### src/rtl/ddr_port_arbiter_pkg.sv
// Shared types and constants for the DDR port arbiter and its address generators.
// Latency: none (declarations only).
// Backpressure: none (declarations only).
package ddr_port_arbiter_pkg;

  // Arbiter FSM: IDLE arbitrates, CMD presents the command, DATA waits for burst_done.
  typedef enum logic [1:0] {
    ST_IDLE = 2'd0,
    ST_CMD  = 2'd1,
    ST_DATA = 2'd2
  } arb_state_t;

  // Bit positions in the one-hot grant vector.
  localparam int GNT_WR0 = 0;
  localparam int GNT_WR1 = 1;
  localparam int GNT_RD  = 2;

  // Each DDR beat is 64 bits wide.
  localparam int BYTES_PER_BEAT = 8;

endpackage

### src/rtl/ddr_port_addr_gen.sv
// Per-port frame address tracker: beat offset, bank bit, deferred frame_start, byte address.
// Latency: addr is combinational from the registered offset/bank; updates land on the next edge.
// Backpressure: none; a frame_start arriving mid-burst is held until that burst's done pulse.
module ddr_port_addr_gen
  import ddr_port_arbiter_pkg::*;
#(
  parameter int               ADDR_W      = 28,
  parameter int               BURST_BEATS = 64,
  parameter int               FRAME_BEATS = 115200,
  parameter logic [ADDR_W-1:0] BANK_STRIDE = 28'h0400000
) (
  input  logic              ddr_clk,
  input  logic              ddr_rst_n,
  input  logic [ADDR_W-1:0] base,
  input  logic              frame_start,
  input  logic              bank_load,
  input  logic              busy,
  input  logic              done,
  output logic              bank,
  output logic [ADDR_W-1:0] addr
);

  localparam int OFF_W = $clog2(FRAME_BEATS);

  logic [OFF_W-1:0] offset_q;
  logic             bank_q;
  logic             pend_q;
  logic [OFF_W:0]   off_sum;
  logic             apply_fs;

  // New frame takes effect now if this port is idle, else at its burst_done (dropping that advance).
  always_comb begin
    off_sum  = {1'b0, offset_q} + (OFF_W+1)'(BURST_BEATS);
    apply_fs = (frame_start && !busy) || (done && (pend_q || frame_start));
  end

  // Offset, bank and deferred-frame_start state.
  always_ff @(posedge ddr_clk or negedge ddr_rst_n) begin
    if (!ddr_rst_n) begin
      offset_q <= '0;
      bank_q   <= 1'b0;
      pend_q   <= 1'b0;
    end else begin
      if (apply_fs) begin
        bank_q   <= bank_load;
        offset_q <= '0;
      end else if (done) begin
        offset_q <= (off_sum >= (OFF_W+1)'(FRAME_BEATS)) ? '0 : off_sum[OFF_W-1:0];
      end
      if (apply_fs || done) begin
        pend_q <= 1'b0;
      end else if (frame_start && busy) begin
        pend_q <= 1'b1;
      end
    end
  end

  assign bank = bank_q;
  assign addr = base + (bank_q ? BANK_STRIDE : '0) + ADDR_W'(offset_q) * ADDR_W'(BYTES_PER_BEAT);

endmodule

### src/rtl/ddr_port_arbiter.sv
// Arbitrates two camera write ports and one display read port onto a single DDR command port.
// Latency: cmd_valid one cycle after an IDLE arbitration; next command >= 2 cycles after burst_done.
// Backpressure: command held in CMD until cmd_ready; grant held until burst_done ends DATA.
module ddr_port_arbiter
  import ddr_port_arbiter_pkg::*;
#(
  parameter int                ADDR_W      = 28,
  parameter int                BURST_BEATS = 64,
  parameter int                FRAME_BEATS = 115200,
  parameter logic [ADDR_W-1:0] CAM0_BASE   = 28'h0000000,
  parameter logic [ADDR_W-1:0] CAM1_BASE   = 28'h0800000,
  parameter logic [ADDR_W-1:0] BANK_STRIDE = 28'h0400000
) (
  input  logic              ddr_clk,
  input  logic              ddr_rst_n,
  input  logic              ddr_init_done,
  input  logic              wr0_req,
  input  logic              wr1_req,
  input  logic              wr0_frame_start,
  input  logic              wr1_frame_start,
  input  logic              rd_req,
  input  logic              rd_frame_start,
  input  logic              disp_sel,
  output logic              cmd_valid,
  input  logic              cmd_ready,
  output logic              cmd_write,
  output logic [ADDR_W-1:0] cmd_addr,
  output logic [2:0]        grant,
  input  logic              burst_done
);

  arb_state_t        state_q, state_d;
  logic [2:0]        grant_q;
  logic              cmd_write_q;
  logic [ADDR_W-1:0] cmd_addr_q;
  logic              rr_q;        // 0 favours wr0, 1 favours wr1
  logic              arb_en_q;    // holds off arbitration for one edge after reset release
  logic              disp_sel_q;
  logic [2:0]        pick;
  logic              arb_go;
  logic              done_pulse;
  logic              rd_sel_eff;
  logic [2:0]        port_bank;
  logic [ADDR_W-1:0] port_addr [3];
  logic [ADDR_W-1:0] pick_addr;
  logic [ADDR_W-1:0] rd_base;

  // Winner selection: read first, then round-robin between the writers.
  always_comb begin
    pick = 3'b000;
    if (rd_req) begin
      pick[GNT_RD] = 1'b1;
    end else if (wr0_req && wr1_req) begin
      if (rr_q) pick[GNT_WR1] = 1'b1;
      else      pick[GNT_WR0] = 1'b1;
    end else if (wr0_req) begin
      pick[GNT_WR0] = 1'b1;
    end else if (wr1_req) begin
      pick[GNT_WR1] = 1'b1;
    end
    pick_addr = pick[GNT_RD]  ? port_addr[GNT_RD]  :
                pick[GNT_WR1] ? port_addr[GNT_WR1] : port_addr[GNT_WR0];
  end

  assign arb_go     = (state_q == ST_IDLE) && ddr_init_done && arb_en_q &&
                      (rd_req || wr0_req || wr1_req);
  assign done_pulse = (state_q == ST_DATA) && burst_done;

  // Next-state logic.
  always_comb begin
    state_d = state_q;
    case (state_q)
      ST_IDLE: if (arb_go)     state_d = ST_CMD;
      ST_CMD:  if (cmd_ready)  state_d = ST_DATA;
      ST_DATA: if (burst_done) state_d = ST_IDLE;
      default:                 state_d = ST_IDLE;
    endcase
  end

  // State register; reset abandons any burst in flight.
  always_ff @(posedge ddr_clk or negedge ddr_rst_n) begin
    if (!ddr_rst_n) state_q <= ST_IDLE;
    else            state_q <= state_d;
  end

  // Command fields captured at arbitration and held until the burst ends.
  always_ff @(posedge ddr_clk or negedge ddr_rst_n) begin
    if (!ddr_rst_n) begin
      grant_q     <= 3'b000;
      cmd_write_q <= 1'b0;
      cmd_addr_q  <= '0;
    end else if (arb_go) begin
      grant_q     <= pick;
      cmd_write_q <= !pick[GNT_RD];
      cmd_addr_q  <= pick_addr;
    end else if (done_pulse) begin
      grant_q     <= 3'b000;
    end
  end

  // Round-robin pointer moves only when a writer finishes, plus display-select latch and arb enable.
  always_ff @(posedge ddr_clk or negedge ddr_rst_n) begin
    if (!ddr_rst_n) begin
      rr_q       <= 1'b0;
      disp_sel_q <= 1'b0;
      arb_en_q   <= 1'b0;
    end else begin
      arb_en_q <= 1'b1;
      if (done_pulse && grant_q[GNT_WR0])      rr_q <= 1'b1;
      else if (done_pulse && grant_q[GNT_WR1]) rr_q <= 1'b0;
      if (rd_frame_start) disp_sel_q <= disp_sel;
    end
  end

  // The read bank is loaded from the selected writer's bank, using the fresh select on an immediate load.
  assign rd_sel_eff = rd_frame_start ? disp_sel : disp_sel_q;
  assign rd_base    = disp_sel_q ? CAM1_BASE : CAM0_BASE;

  ddr_port_addr_gen #(
    .ADDR_W(ADDR_W), .BURST_BEATS(BURST_BEATS), .FRAME_BEATS(FRAME_BEATS), .BANK_STRIDE(BANK_STRIDE)
  ) u_wr0_addr (
    .ddr_clk(ddr_clk), .ddr_rst_n(ddr_rst_n), .base(CAM0_BASE),
    .frame_start(wr0_frame_start), .bank_load(~port_bank[GNT_WR0]),
    .busy(grant_q[GNT_WR0]), .done(done_pulse && grant_q[GNT_WR0]),
    .bank(port_bank[GNT_WR0]), .addr(port_addr[GNT_WR0])
  );

  ddr_port_addr_gen #(
    .ADDR_W(ADDR_W), .BURST_BEATS(BURST_BEATS), .FRAME_BEATS(FRAME_BEATS), .BANK_STRIDE(BANK_STRIDE)
  ) u_wr1_addr (
    .ddr_clk(ddr_clk), .ddr_rst_n(ddr_rst_n), .base(CAM1_BASE),
    .frame_start(wr1_frame_start), .bank_load(~port_bank[GNT_WR1]),
    .busy(grant_q[GNT_WR1]), .done(done_pulse && grant_q[GNT_WR1]),
    .bank(port_bank[GNT_WR1]), .addr(port_addr[GNT_WR1])
  );

  ddr_port_addr_gen #(
    .ADDR_W(ADDR_W), .BURST_BEATS(BURST_BEATS), .FRAME_BEATS(FRAME_BEATS), .BANK_STRIDE(BANK_STRIDE)
  ) u_rd_addr (
    .ddr_clk(ddr_clk), .ddr_rst_n(ddr_rst_n), .base(rd_base),
    .frame_start(rd_frame_start),
    .bank_load(~(rd_sel_eff ? port_bank[GNT_WR1] : port_bank[GNT_WR0])),
    .busy(grant_q[GNT_RD]), .done(done_pulse && grant_q[GNT_RD]),
    .bank(port_bank[GNT_RD]), .addr(port_addr[GNT_RD])
  );

  assign cmd_valid = (state_q == ST_CMD);
  assign cmd_write = cmd_write_q;
  assign cmd_addr  = cmd_addr_q;
  assign grant     = grant_q;

endmodule

### config.mk
export PLATFORM = sky130hd
export DESIGN_NAME = ddr_port_arbiter
export DESIGN_NICKNAME = d
export VERILOG_FILES = /design/src/rtl/ddr_port_arbiter_pkg.sv /design/src/rtl/ddr_port_addr_gen.sv /design/src/rtl/ddr_port_arbiter.sv
export SDC_FILE = /design/constraint.sdc
export NUM_CORES = 1
export LEC_CHECK = 0
export CELL_PAD_IN_SITES_DETAIL_PLACEMENT = 1
export CELL_PAD_IN_SITES_GLOBAL_PLACEMENT = 1
export CORE_UTILIZATION = 30
export DETAILED_ROUTE_END_ITERATION = 8
export PLACE_DENSITY_LB_ADDON = 0.1
export SYNTH_ARGS = -nofsm -noshare
export SYNTH_HDL_FRONTEND = slang
export SYNTH_SLANG_ARGS = --single-unit
### constraint.sdc
create_clock -name ddr_clk -period 3.9 [get_ports ddr_clk]
set_input_delay 0.78 -clock ddr_clk [delete_from_list [all_inputs] [get_ports ddr_clk]]
set_output_delay 0.78 -clock ddr_clk [all_outputs]
set_load 0.01 [all_outputs]
==> impl_metrics.prom, run 1 <==
# TYPE chip_impl_metric gauge
chip_impl_metric{name="antenna_cells",unit=""} 0
chip_impl_metric{name="post_drt_via_cell_ratio",unit=""} 5.34
chip_impl_metric{name="timing.final.crit_period",unit="ps"} 2750
chip_impl_metric{name="tritoncts_buffers",unit=""} 9
chip_impl_metric{name="die_area",unit="sq mm"} 0.0132
chip_impl_metric{name="final.fill_count",unit=""} 1440
chip_impl_info{name="regToRegStartpoint",value="u_wr1_addr.offset_q[6]$_DFFE_PN0N_"} 1
chip_impl_metric{name="synth_simple_gate_area_share",unit="%"} 19.9
chip_impl_metric{name="layout.nets",unit=""} 436
chip_impl_metric{name="powerDensity",unit="mW/mm^2"} 426
chip_impl_metric{name="ir_worst_vdd",unit="mV"} 0.159
chip_impl_metric{name="synth_warnings",unit=""} 0
chip_impl_metric{name="clk_pin_slew_worst_paths",unit="ps"} 60
chip_impl_metric{name="setup_slack",unit="ps"} 1150
chip_impl_info{name="outcome",value="finished clean"} 1
chip_impl_metric{name="coreArea",unit="sq mm"} 0.0122
chip_impl_metric{name="placement_rows",unit=""} 40
chip_impl_metric{name="drt_wl_total",unit="mm"} 10.6
chip_impl_metric{name="htreeDepth",unit=""} 3
chip_impl_info{name="hold_class",value="flip-flop to flip-flop"} 1
chip_impl_metric{name="chipHeight",unit="um"} 115
chip_impl_metric{name="design.portCount",unit=""} 45
chip_impl_metric{name="cp_data_required_time",unit="ps"} 4160
chip_impl_metric{name="postLayoutCoreUtil",unit="%"} 36.1
chip_impl_metric{name="drt-pass1-iter-count",unit=""} 4
chip_impl_metric{name="setup.reg_to_reg.worst_slack",unit="ps"} 1150
chip_impl_metric{name="ff_latch_area",unit="sq mm"} 0.00153
chip_impl_metric{name="global_route.overflow_total",unit=""} 0
chip_impl_metric{name="holdPathStages",unit=""} 2
chip_impl_metric{name="worst_r2r_path_depth",unit=""} 7
chip_impl_metric{name="setup_slack_after_placement",unit="ps"} 1020
chip_impl_metric{name="worstPathMaxFanout",unit=""} 17
chip_impl_metric{name="max_slew.worst_pin.slew",unit="ps"} 884
chip_impl_metric{name="clk-insertion-delay-late",unit="ps"} 340
chip_impl_metric{name="synth_xor_area_share",unit="%"} 1.38
chip_impl_metric{name="drt_first_iter_violations",unit=""} 125
chip_impl_info{name="post_synth_top_flop",value="dfrtp_1"} 1
chip_impl_metric{name="max_clock_freq",unit="GHz"} 0.364
chip_impl_metric{name="die-width",unit="um"} 115
chip_impl_metric{name="finalHoldViolations",unit=""} 0
chip_impl_metric{name="worst-endpoint-arrival",unit="ps"} 3010
chip_impl_metric{name="part_of_the_cycle_the_worst_path_needs",unit="%"} 70.5
chip_impl_metric{name="detail_route.drc_violations",unit=""} 0
chip_impl_metric{name="first_global_vias",unit=""} 3230
chip_impl_metric{name="yosys.cell_types.count",unit=""} 70
chip_impl_info{name="reg2reg_to",value="u_wr1_addr.offset_q[11]$_DFFE_PN0N_"} 1
chip_impl_metric{name="postSynthRegisterBits",unit=""} 61
chip_impl_metric{name="sequential_to_total_area_share_from_yosys_stat",unit="%"} 40.0
chip_impl_metric{name="multiInputGateArea",unit="sq mm"} 0.00198
chip_impl_metric{name="antenna_found_initial",unit=""} 0
chip_impl_metric{name="pins_over_their_slew_limit",unit=""} 0
chip_impl_metric{name="finalWeightedCongestion",unit=""} 0.798
chip_impl_metric{name="cts_resized",unit=""} 0
chip_impl_metric{name="slew-limit-headroom",unit="%"} 41.1
chip_impl_metric{name="cap_violations",unit=""} 0
chip_impl_info{name="endpoint_kind",value="flip-flop"} 1
chip_impl_metric{name="maximum_number_of_pins_on_one_net_before_global_route_repair",unit=""} 37
chip_impl_info{name="clock_tree_from_tritoncts",value="done"} 1
chip_impl_metric{name="wl_per_cell",unit="um"} 17.8
chip_impl_metric{name="final_cell_area_excluding_filler_cells",unit="sq mm"} 0.00441
chip_impl_metric{name="inst_count_dp",unit=""} 578
chip_impl_metric{name="timing.clock.skew",unit="ps"} 4.42
chip_impl_metric{name="area_delta_synth_final",unit="%"} 15.5
chip_impl_metric{name="grt_first_pass_wirelength",unit="mm"} 17.4
chip_impl_metric{name="clockBufferDepth",unit=""} 2
chip_impl_metric{name="power_leakage",unit="nW"} 1.82
chip_impl_metric{name="totalPowerFinal",unit="mW"} 1.88
chip_impl_info{name="hold-path-endpoint",value="cmd_write$_DFFE_PN0P_"} 1
chip_impl_metric{name="ant_nets",unit=""} 0
chip_impl_info{name="largest_family_of_logic_cells_by_synthesized_area",value="compound AO/OA/AOI/OAI gates"} 1
chip_impl_metric{name="final_cells",unit=""} 594
chip_impl_metric{name="synth-compound-area-share",unit="%"} 22.4
chip_impl_metric{name="synth_cells",unit=""} 412
chip_impl_metric{name="netlist_area",unit="sq mm"} 0.00382
chip_impl_metric{name="setup_tns",unit="ps"} 0
chip_impl_metric{name="arithmetic_cell_share_of_the_synthesized_area_counting_full_adders_half_adders_and_majority_gates",unit="%"} 0.984
chip_impl_metric{name="clock-sinks",unit=""} 61
chip_impl_metric{name="post-cts-setup-buffers",unit=""} 0
chip_impl_metric{name="finalSetupViolCount",unit=""} 0
chip_impl_metric{name="initial_utilization",unit="%"} 31.3
chip_impl_metric{name="async_reset_ff_share",unit="%"} 100
chip_impl_metric{name="dp_hpwl",unit="mm"} 7.43
chip_impl_metric{name="fin_hold_ws",unit="ps"} 479
chip_impl_metric{name="placed_area",unit="sq mm"} 0.00408
chip_impl_metric{name="detailroute.via_count",unit=""} 3173
chip_impl_info{name="clockRootBuffer",value="clkbuf_16"} 1
chip_impl_metric{name="ctsHoldBuffers",unit=""} 0
chip_impl_metric{name="avgSynthCellArea",unit="sq um"} 9.26
chip_impl_metric{name="synth_mux_area_share",unit="%"} 5.44
chip_impl_metric{name="number_of_enable_type_register_cells_in_the_synthesized_netlist",unit=""} 0
chip_impl_info{name="rsz_0062_raised_after_global_routing",value="no"} 1
chip_impl_metric{name="port_buffers",unit=""} 29
chip_impl_info{name="critPathLaunchType",value="flip-flop"} 1
chip_impl_metric{name="drive_gt1_share",unit="%"} 9.86
chip_impl_info{name="crit_type",value="flip-flop to flip-flop"} 1
chip_impl_info{name="worstHoldStart",value="cmd_write$_DFFE_PN0P_"} 1
chip_impl_metric{name="groute.usage.overall",unit="%"} 17.2
worst max-delay path: stages, from the launching register on:
cell and delay [ps]:
dfrtp_1 530, ha_1 400, inv_1 190, or4_1 550
a31o_1 260, a21oi_4 390, o21ai_0 170, a31oi_1 180
sequential cells by signal, indices dropped and copies added (netlist names), 2 cells and up:
signal	flops
u_wr0_addr.offset_q	11
cmd_addr	13
state_q	2
grant	3
u_rd_addr.offset_q	11
u_wr1_addr.offset_q	11
cells in the final DEF (no fill, tap or decap), drive strengths merged, types with 3 or more instances in the layout:
cell	netlist	routed
a21o	3	3
a21oi	17	17
a22o	5	5
a22oi	13	13
a31oi	20	20
and2	5	5
and3	6	6
buf	38	6
clkbuf	12	12
clkdlybuf4s50	0	28
conb	2	16
dfrtp	61	61
ha	3	3
inv	12	12
mux2	6	6
mux2i	14	14
nand2	30	30
nand2b	6	6
nand3	24	24
nand3b	6	6
nand4	6	6
nor2	20	20
nor3	10	10
nor4	6	6
o211ai	3	3
o21a	3	3
o21ai	27	27
o31ai	3	3
or4	5	5
xor2	4	4
metal layers:
layer	track usage (%)	share of wire, %	vias to the layer above
met5	0	0	-
met4	8.05	2.0	0
met3	2.64	2.4	16
met2	27.6	47	40
met1	22.8	49	1599
li1	-	-	1518
kinds of logic after synthesis:
kind of cell    after synthesis
buf+inv                      62
flops                        61
fa+ha+maj                     3
mux                          20
other cells                   2
xor+xnor                      6
compound gates              123
simple gates                135
worst max-delay path by stage:
stage / to / from / slack, ps
after floorplan: u_rd_addr.offset_q[11]$_DFFE_PN0N_ / burst_done / 1720
after global placement: u_rd_addr.offset_q[11]$_DFFE_PN0N_ / burst_done / 1100
after detailed placement: u_rd_addr.offset_q[11]$_DFFE_PN0N_ / burst_done / 1020
after CTS: u_wr0_addr.offset_q[16]$_DFFE_PN0N_ / u_wr0_addr.offset_q[7]$_DFFE_PN0N_ / 1170
after global routing: u_wr0_addr.offset_q[16]$_DFFE_PN0N_ / u_wr0_addr.offset_q[7]$_DFFE_PN0N_ / 950
final: u_wr1_addr.offset_q[11]$_DFFE_PN0N_ / u_wr1_addr.offset_q[6]$_DFFE_PN0N_ / 1150
cell type report:
cell class | count | share of cell area (%)
clock buffer | 12 | 5.82
clock inverter | 4 | 1.59
inverter | 12 | 1.02
multi-input combinational | 303 | 44.8
sequential | 61 | 34.6
tap | 168 | 4.77
timing repair buffer | 34 | 7.32
synth_stat cells, drive strengths merged (3+ instances only):
library cell,n,area [sq um]
a21o,3,22.5
a21oi,17,96.4
a22o,5,43.8
a22oi,13,97.6
a31oi,20,125
and2,5,33.8
and3,6,37.5
buf,38,279
clkbuf,12,46.3
dfrtp,61,1530
ha,3,37.5
inv,12,45.0
mux2,6,67.6
mux2i,14,140
nand2,30,113
nand2b,6,37.5
nand3,24,135
nand3b,6,45.0
nand4,6,52.6
nor2,20,75.1
nor3,10,61.3
nor4,6,43.8
o211ai,3,27.5
o21a,3,22.5
o21ai,27,135
o31ai,3,22.5
or4,5,41.3
xor2,4,35.0
where the power goes:
| part | switching, mW | total, mW | internal [mW] |
|---|---|---|---|
| Combinational | 0.131 | 0.248 | 0.117 |
| Sequential | 0.0509 | 0.738 | 0.687 |
| Clock | 0.299 | 0.891 | 0.592 |
No activity file was read; power rests on OpenSTA's default activity.
==> inputs of run 2 (changes only) <==
- clock period: 3.9 -> 2.8 ns (I/O delays scaled with it)
==> run 2 against run 1 <==
Compared with the run above:
- flip-flop and latch count stayed put
- clock skew grew 4.4 ps
- final area fell by 0.23%
==> impl_metrics.prom, run 2 (synthesized netlist as in run 1, its figures left out) <==
# TYPE chip_impl_metric gauge
chip_impl_metric{name="powerDensity",unit="mW/mm^2"} 552
chip_impl_info{name="endpoint_kind",value="flip-flop"} 1
chip_impl_metric{name="slew-limit-headroom",unit="%"} 60.5
chip_impl_info{name="crit_type",value="flip-flop to flip-flop"} 1
chip_impl_metric{name="max_slew.worst_pin.slew",unit="ps"} 576
chip_impl_metric{name="finalSetupViolCount",unit=""} 0
chip_impl_metric{name="setup_slack_after_placement",unit="ps"} 197
chip_impl_metric{name="fin_hold_ws",unit="ps"} 226
chip_impl_metric{name="finalWeightedCongestion",unit=""} 0.773
chip_impl_metric{name="drt_wl_total",unit="mm"} 10.1
chip_impl_metric{name="maximum_number_of_pins_on_one_net_before_global_route_repair",unit=""} 38
chip_impl_metric{name="cp_data_required_time",unit="ps"} 3030
chip_impl_metric{name="detail_route.drc_violations",unit=""} 0
chip_impl_info{name="mostFrequentLayoutCell",value="dfrtp_1"} 1
chip_impl_metric{name="setup_tns",unit="ps"} 0
chip_impl_metric{name="postLayoutCoreUtil",unit="%"} 36.0
chip_impl_metric{name="part_of_the_cycle_the_worst_path_needs",unit="%"} 90.2
chip_impl_metric{name="max_clock_freq",unit="GHz"} 0.396
chip_impl_metric{name="area_delta_synth_final",unit="%"} 15.2
chip_impl_info{name="mostFrequentLayoutCells",value="dfrtp_1, nand2_1, clkdlybuf4s50_1"} 1
chip_impl_metric{name="placement_rows",unit=""} 40
chip_impl_metric{name="initial_utilization",unit="%"} 31.3
chip_impl_metric{name="cts_resized",unit=""} 0
chip_impl_metric{name="antenna_cells",unit=""} 0
chip_impl_metric{name="coreArea",unit="sq mm"} 0.0122
chip_impl_metric{name="clk_pin_slew_worst_paths",unit="ps"} 60
chip_impl_metric{name="ir_worst_vdd",unit="mV"} 0.277
chip_impl_metric{name="post-cts-setup-buffers",unit=""} 0
chip_impl_metric{name="die_area",unit="sq mm"} 0.0132
chip_impl_metric{name="worst_r2r_path_depth",unit=""} 7
chip_impl_info{name="rsz_0062_raised_after_global_routing",value="no"} 1
chip_impl_metric{name="pins_over_their_slew_limit",unit=""} 0
chip_impl_info{name="clockRootBuffer",value="clkbuf_16"} 1
chip_impl_metric{name="groute.usage.overall",unit="%"} 17.0
chip_impl_info{name="outcome",value="finished clean"} 1
chip_impl_metric{name="setup_slack",unit="ps"} 273
chip_impl_metric{name="layout.nets",unit=""} 441
chip_impl_metric{name="dp_hpwl",unit="mm"} 7.37
chip_impl_metric{name="first_global_vias",unit=""} 3161
chip_impl_metric{name="drive_gt1_share",unit="%"} 10.9
chip_impl_metric{name="cap_violations",unit=""} 0
chip_impl_metric{name="timing.clock.skew",unit="ps"} 8.79
chip_impl_metric{name="wl_per_cell",unit="um"} 16.9
chip_impl_metric{name="power_leakage",unit="nW"} 1.82
chip_impl_metric{name="tritoncts_buffers",unit=""} 9
chip_impl_metric{name="timing.final.crit_period",unit="ps"} 2530
chip_impl_metric{name="worstPathMaxFanout",unit=""} 18
chip_impl_metric{name="clock-sinks",unit=""} 61
chip_impl_metric{name="global_route.overflow_total",unit=""} 0
chip_impl_metric{name="design.portCount",unit=""} 45
chip_impl_metric{name="ctsHoldBuffers",unit=""} 0
chip_impl_metric{name="largest_register_ff_count",unit=""} 13
chip_impl_metric{name="antenna_found_initial",unit=""} 0
chip_impl_metric{name="clk-insertion-delay-late",unit="ps"} 340
chip_impl_metric{name="worst-endpoint-arrival",unit="ps"} 2760
chip_impl_metric{name="port_buffers",unit=""} 29
chip_impl_metric{name="chipHeight",unit="um"} 115
chip_impl_info{name="hold_class",value="primary input to asynchronous set/reset pin"} 1
chip_impl_metric{name="post_drt_via_cell_ratio",unit=""} 5.30
chip_impl_metric{name="ant_nets",unit=""} 0
chip_impl_metric{name="finalHoldViolations",unit=""} 0
chip_impl_info{name="critPathLaunchType",value="flip-flop"} 1
chip_impl_metric{name="die-width",unit="um"} 115
chip_impl_metric{name="drt_first_iter_violations",unit=""} 166
chip_impl_metric{name="clockBufferDepth",unit=""} 2
chip_impl_metric{name="grt_first_pass_wirelength",unit="mm"} 17.1
chip_impl_metric{name="drt-pass1-iter-count",unit=""} 5
chip_impl_metric{name="htreeDepth",unit=""} 3
chip_impl_metric{name="detailroute.via_count",unit=""} 3177
chip_impl_info{name="clock_tree_from_tritoncts",value="done"} 1
-- run 2: cell count changes in the layout (fill, tap and decap cells not counted) --
cell and delta:
buf_4 +5, bufinv_16 -2, clkinv_2 +1, clkinvlp_4 +1
-- run 2: layout make-up --
type,count,area [sq um]
Clock inverter,4,22.5
Inverter,12,45.0
Clock buffer,12,256
Sequential cell,61,1530
Fill cell,1437,7810
Timing Repair Buffer,39,360
Multi-Input combinational cell,303,1980
Tap cell,168,210
-- run 2: worst max-delay path, stage by stage, from the launching register on --
cell	delay, ps
dfrtp_1	340
ha_1	330
and3_1	250
a311oi_1	100
o32ai_1	400
a211o_1	550
o21ai_0	180
a22o_1	250
-- run 2: final timing paths --
path | endpoint | start | slack (ps)
max | u_wr0_addr.offset_q[16]$_DFFE_PN0N_ | u_wr0_addr.offset_q[6]$_DFFE_PN0N_ | 270
min | u_wr1_addr.offset_q[14]$_DFFE_PN0N_ | ddr_rst_n | 230
max reg2reg | u_wr0_addr.offset_q[16]$_DFFE_PN0N_ | u_wr0_addr.offset_q[6]$_DFFE_PN0N_ | 270
min reg2reg | cmd_write$_DFFE_PN0P_ | cmd_write$_DFFE_PN0P_ | 480
max in group asynchronous | cmd_addr[12]$_DFFE_PN0P_ | ddr_rst_n | 2150
min in group ddr_clk | cmd_write$_DFFE_PN0P_ | cmd_write$_DFFE_PN0P_ | 480
-- run 2: per-stage QoR --
step	std cells	instance area, sq um	power (mW)
finish	599	4400	2.43
global route	599	4400	2.55
CTS	599	4400	2.48
detailed placement	583	4120	1.40
global placement	583	4120	1.39
floorplan	426	3870	1.26
-- run 2: metal layers --
| metal | part of all wire (%) | global-route usage, % |
|---|---|---|
| met5 | 0 | 0 |
| met4 | 1.1 | 5.89 |
| met3 | 3.0 | 4.85 |
| met2 | 47 | 26.5 |
| met1 | 49 | 22.7 |
-- run 2: power by group --
part / internal [mW] / switching, mW
registers: 0.958 / 0.0691
clock network: 0.642 / 0.411
logic: 0.164 / 0.184
==> inputs of run 3 (changes only) <==
- DONT_BUFFER_PORTS: not set -> 1
==> run 3 against run 2 <==
Compared with the run above:
- sequential share of layout area up 1.9 points
- fmax up 2.1%
- core utilization down 1.9 points
- flip-flop and latch count unchanged
- cell count down 4.3%
==> impl_metrics.prom, run 3 (synthesized netlist as in run 1, its figures left out) <==
# TYPE chip_impl_metric gauge
chip_impl_metric{name="initial_utilization",unit="%"} 31.3
chip_impl_metric{name="detailroute.via_count",unit=""} 3082
chip_impl_metric{name="pins_over_their_slew_limit",unit=""} 0
chip_impl_metric{name="switching_share",unit="%"} 27.6
chip_impl_metric{name="coreArea",unit="sq mm"} 0.0122
chip_impl_metric{name="finalWeightedCongestion",unit=""} 0.776
chip_impl_metric{name="ff_latch_area",unit="sq mm"} 0.00153
chip_impl_metric{name="drive_gt1_share",unit="%"} 12.1
chip_impl_metric{name="final.fill_count",unit=""} 1427
chip_impl_metric{name="grt_first_pass_wirelength",unit="mm"} 17.6
chip_impl_metric{name="multiInputGateArea",unit="sq mm"} 0.00198
chip_impl_metric{name="dp_hpwl",unit="mm"} 7.42
chip_impl_metric{name="antenna_cells",unit=""} 0
chip_impl_metric{name="worst-endpoint-arrival",unit="ps"} 2730
chip_impl_info{name="timing.critical_path.cells",value="ha_1, inv_1, or4_1, a31o_1, a21oi_4, o21ai_0, a31oi_1"} 1
chip_impl_metric{name="clk-insertion-delay-late",unit="ps"} 340
chip_impl_metric{name="area_delta_synth_final",unit="%"} 9.25
chip_impl_info{name="endpoint_kind",value="flip-flop"} 1
chip_impl_metric{name="placement_rows",unit=""} 40
chip_impl_metric{name="p_switching",unit="mW"} 0.667
chip_impl_metric{name="cts_resized",unit=""} 0
chip_impl_metric{name="powerDensity",unit="mW/mm^2"} 579
chip_impl_metric{name="drt_wl_total",unit="mm"} 10.5
chip_impl_metric{name="clk_pin_slew_worst_paths",unit="ps"} 60
chip_impl_metric{name="timing.final.crit_period",unit="ps"} 2470
chip_impl_metric{name="ir_worst_vdd",unit="mV"} 0.283
chip_impl_metric{name="groute.usage.overall",unit="%"} 17.6
chip_impl_info{name="clockRootBuffer",value="clkbuf_16"} 1
chip_impl_metric{name="wl_per_cell",unit="um"} 18.4
chip_impl_metric{name="clock_power_share",unit="%"} 46.0
chip_impl_metric{name="first_global_vias",unit=""} 3189
chip_impl_metric{name="tritoncts_buffers",unit=""} 9
chip_impl_metric{name="layout.nets",unit=""} 415
chip_impl_info{name="hold_class",value="primary input to asynchronous set/reset pin"} 1
chip_impl_metric{name="die_area",unit="sq mm"} 0.0132
chip_impl_metric{name="detail_route.drc_violations",unit=""} 0
chip_impl_metric{name="die-width",unit="um"} 115
chip_impl_info{name="mostFrequentLayoutCells",value="dfrtp_1, nand2_1, o21ai_0"} 1
chip_impl_info{name="clock_tree_from_tritoncts",value="done"} 1
chip_impl_metric{name="antenna_found_initial",unit=""} 0
chip_impl_metric{name="drt_first_iter_violations",unit=""} 130
chip_impl_metric{name="maximum_number_of_pins_on_one_net_before_global_route_repair",unit=""} 62
chip_impl_metric{name="largest_register_ff_count",unit=""} 13
chip_impl_metric{name="wl_met3",unit="um"} 513
chip_impl_metric{name="max_clock_freq",unit="GHz"} 0.404
chip_impl_metric{name="post_drt_via_cell_ratio",unit=""} 5.38
chip_impl_info{name="top_layer",value="met4"} 1
chip_impl_metric{name="power_leakage",unit="nW"} 1.74
chip_impl_info{name="outcome",value="finished clean"} 1
chip_impl_info{name="mostFrequentLayoutCell",value="dfrtp_1"} 1
chip_impl_metric{name="clock-sinks",unit=""} 61
chip_impl_metric{name="design.portCount",unit=""} 45
chip_impl_metric{name="global_route.overflow_total",unit=""} 0
chip_impl_metric{name="finalHoldViolations",unit=""} 0
chip_impl_info{name="cpMaxStageDelayCell",value="or4_1"} 1
chip_impl_metric{name="share_seq_of_total_power",unit="%"} 43.4
chip_impl_metric{name="finalSetupViolCount",unit=""} 0
chip_impl_info{name="rsz_0062_raised_after_global_routing",value="no"} 1
chip_impl_metric{name="max_slew.worst_pin.slew",unit="ps"} 570
chip_impl_metric{name="drt-pass1-iter-count",unit=""} 4
chip_impl_metric{name="met1Wirelength",unit="mm"} 4.88
chip_impl_info{name="crit_type",value="flip-flop to flip-flop"} 1
chip_impl_metric{name="worstPathMaxFanout",unit=""} 17
chip_impl_metric{name="chipHeight",unit="um"} 115
chip_impl_metric{name="port_buffers",unit=""} 0
chip_impl_metric{name="timing.clock.skew",unit="ps"} 4.63
chip_impl_metric{name="cp_data_required_time",unit="ps"} 3060
chip_impl_metric{name="setup_slack_after_placement",unit="ps"} 315
chip_impl_metric{name="worst_path_max_stage_delay",unit="ps"} 530
chip_impl_metric{name="power.share.combinational",unit="%"} 10.6
chip_impl_metric{name="internal_power",unit="mW"} 1.75
chip_impl_metric{name="htreeDepth",unit=""} 3
chip_impl_metric{name="part_of_the_cycle_the_worst_path_needs",unit="%"} 88.4
chip_impl_metric{name="cap_violations",unit=""} 0
chip_impl_metric{name="dr_wl_met2",unit="mm"} 4.97
chip_impl_metric{name="clockBufferDepth",unit=""} 2
chip_impl_info{name="critPathLaunchType",value="flip-flop"} 1
chip_impl_metric{name="ant_nets",unit=""} 0
chip_impl_metric{name="setup_tns",unit="ps"} 0
chip_impl_metric{name="setup_slack",unit="ps"} 326
chip_impl_metric{name="slew-limit-headroom",unit="%"} 60.9
run 3: cell count changes in the layout (fill, tap and decap cells not counted), sizes merged:
cell	delta
buf	+2
bufinv	+1
clkinvlp	+1
clkdlybuf4s50	-28
clkbuf	-2
run 3: repair_timing:
action                                 in CTS  in global routing
hold buffers                                1                  0
endpoints found under the hold margin      61                  0
buffers inserted                            0                  0
run 3: power groups by stage:
stage	Clock, mW	Combinational (mW)	Sequential (mW)
global placement	0	0.236	1.06
detailed placement	0	0.237	1.06
global route	1.19	0.299	1.06
finish	1.11	0.255	1.05
CTS	1.15	0.263	1.05
floorplan	0	0.225	1.03
run 3: worst max-delay path: cells and delay by family, from the launching register on:
family                     cells  cell delay (ps)
buffers and inverters          1               90
AOI/OAI and AO/OA              4             1030
adders and majority gates      1              220
DFF                            1              520
and+or+nand+nor                1              530
run 3: cell type report:
type	instances	area share (%)
multi-input cells	303	47.4
flip-flops and latches	61	36.6
clock buffers	10	5.49
well taps	168	5.04
repair buffers	13	2.82
clock inverters	6	1.53
inverters	12	1.08
run 3: metrics by stage:
stage	std cells	hold slack, ps	power (mW)	util, %	instance area [sq um]
finish	573	87.9	2.41	34.1	4170
CTS	573	99.5	2.46	34.1	4170
floorplan	426	264	1.26	-	3870
global placement	556	266	1.30	31.5	3850
global route	573	107	2.55	34.1	4170
detailed placement	556	266	1.30	31.5	3850
run 3: path summary, 6_finish.rpt:
| kind | from | end | slack, ps | cells past startpoint |
|---|---|---|---|---|
| worst max register to register | u_wr1_addr.offset_q[6]$_DFFE_PN0N_ | u_wr1_addr.offset_q[12]$_DFFE_PN0N_ | 330 | 7 |
| worst max-delay path | u_wr1_addr.offset_q[6]$_DFFE_PN0N_ | u_wr1_addr.offset_q[12]$_DFFE_PN0N_ | 330 | 7 |
| worst min-delay path | ddr_rst_n | state_q[0]$_DFFE_PN0P_ | 90 | 1 |
| min in group ddr_clk | cmd_ready | state_q[0]$_DFFE_PN0P_ | 330 | 1 |
| max in group asynchronous | ddr_rst_n | u_rd_addr.offset_q[8]$_DFFE_PN0N_ | 2440 | 1 |
| worst min register to register | u_wr0_addr.bank$_DFFE_PN0N_ | u_wr0_addr.bank$_DFFE_PN0N_ | 500 | 1 |
run 3: per-layer routing:
metal | up-vias | GRT usage, %
li1 | 1473 | -
met5 | - | 0
met1 | 1551 | 22.7
met3 | 9 | 5.96
met4 | 0 | 5.11
met2 | 49 | 28.0
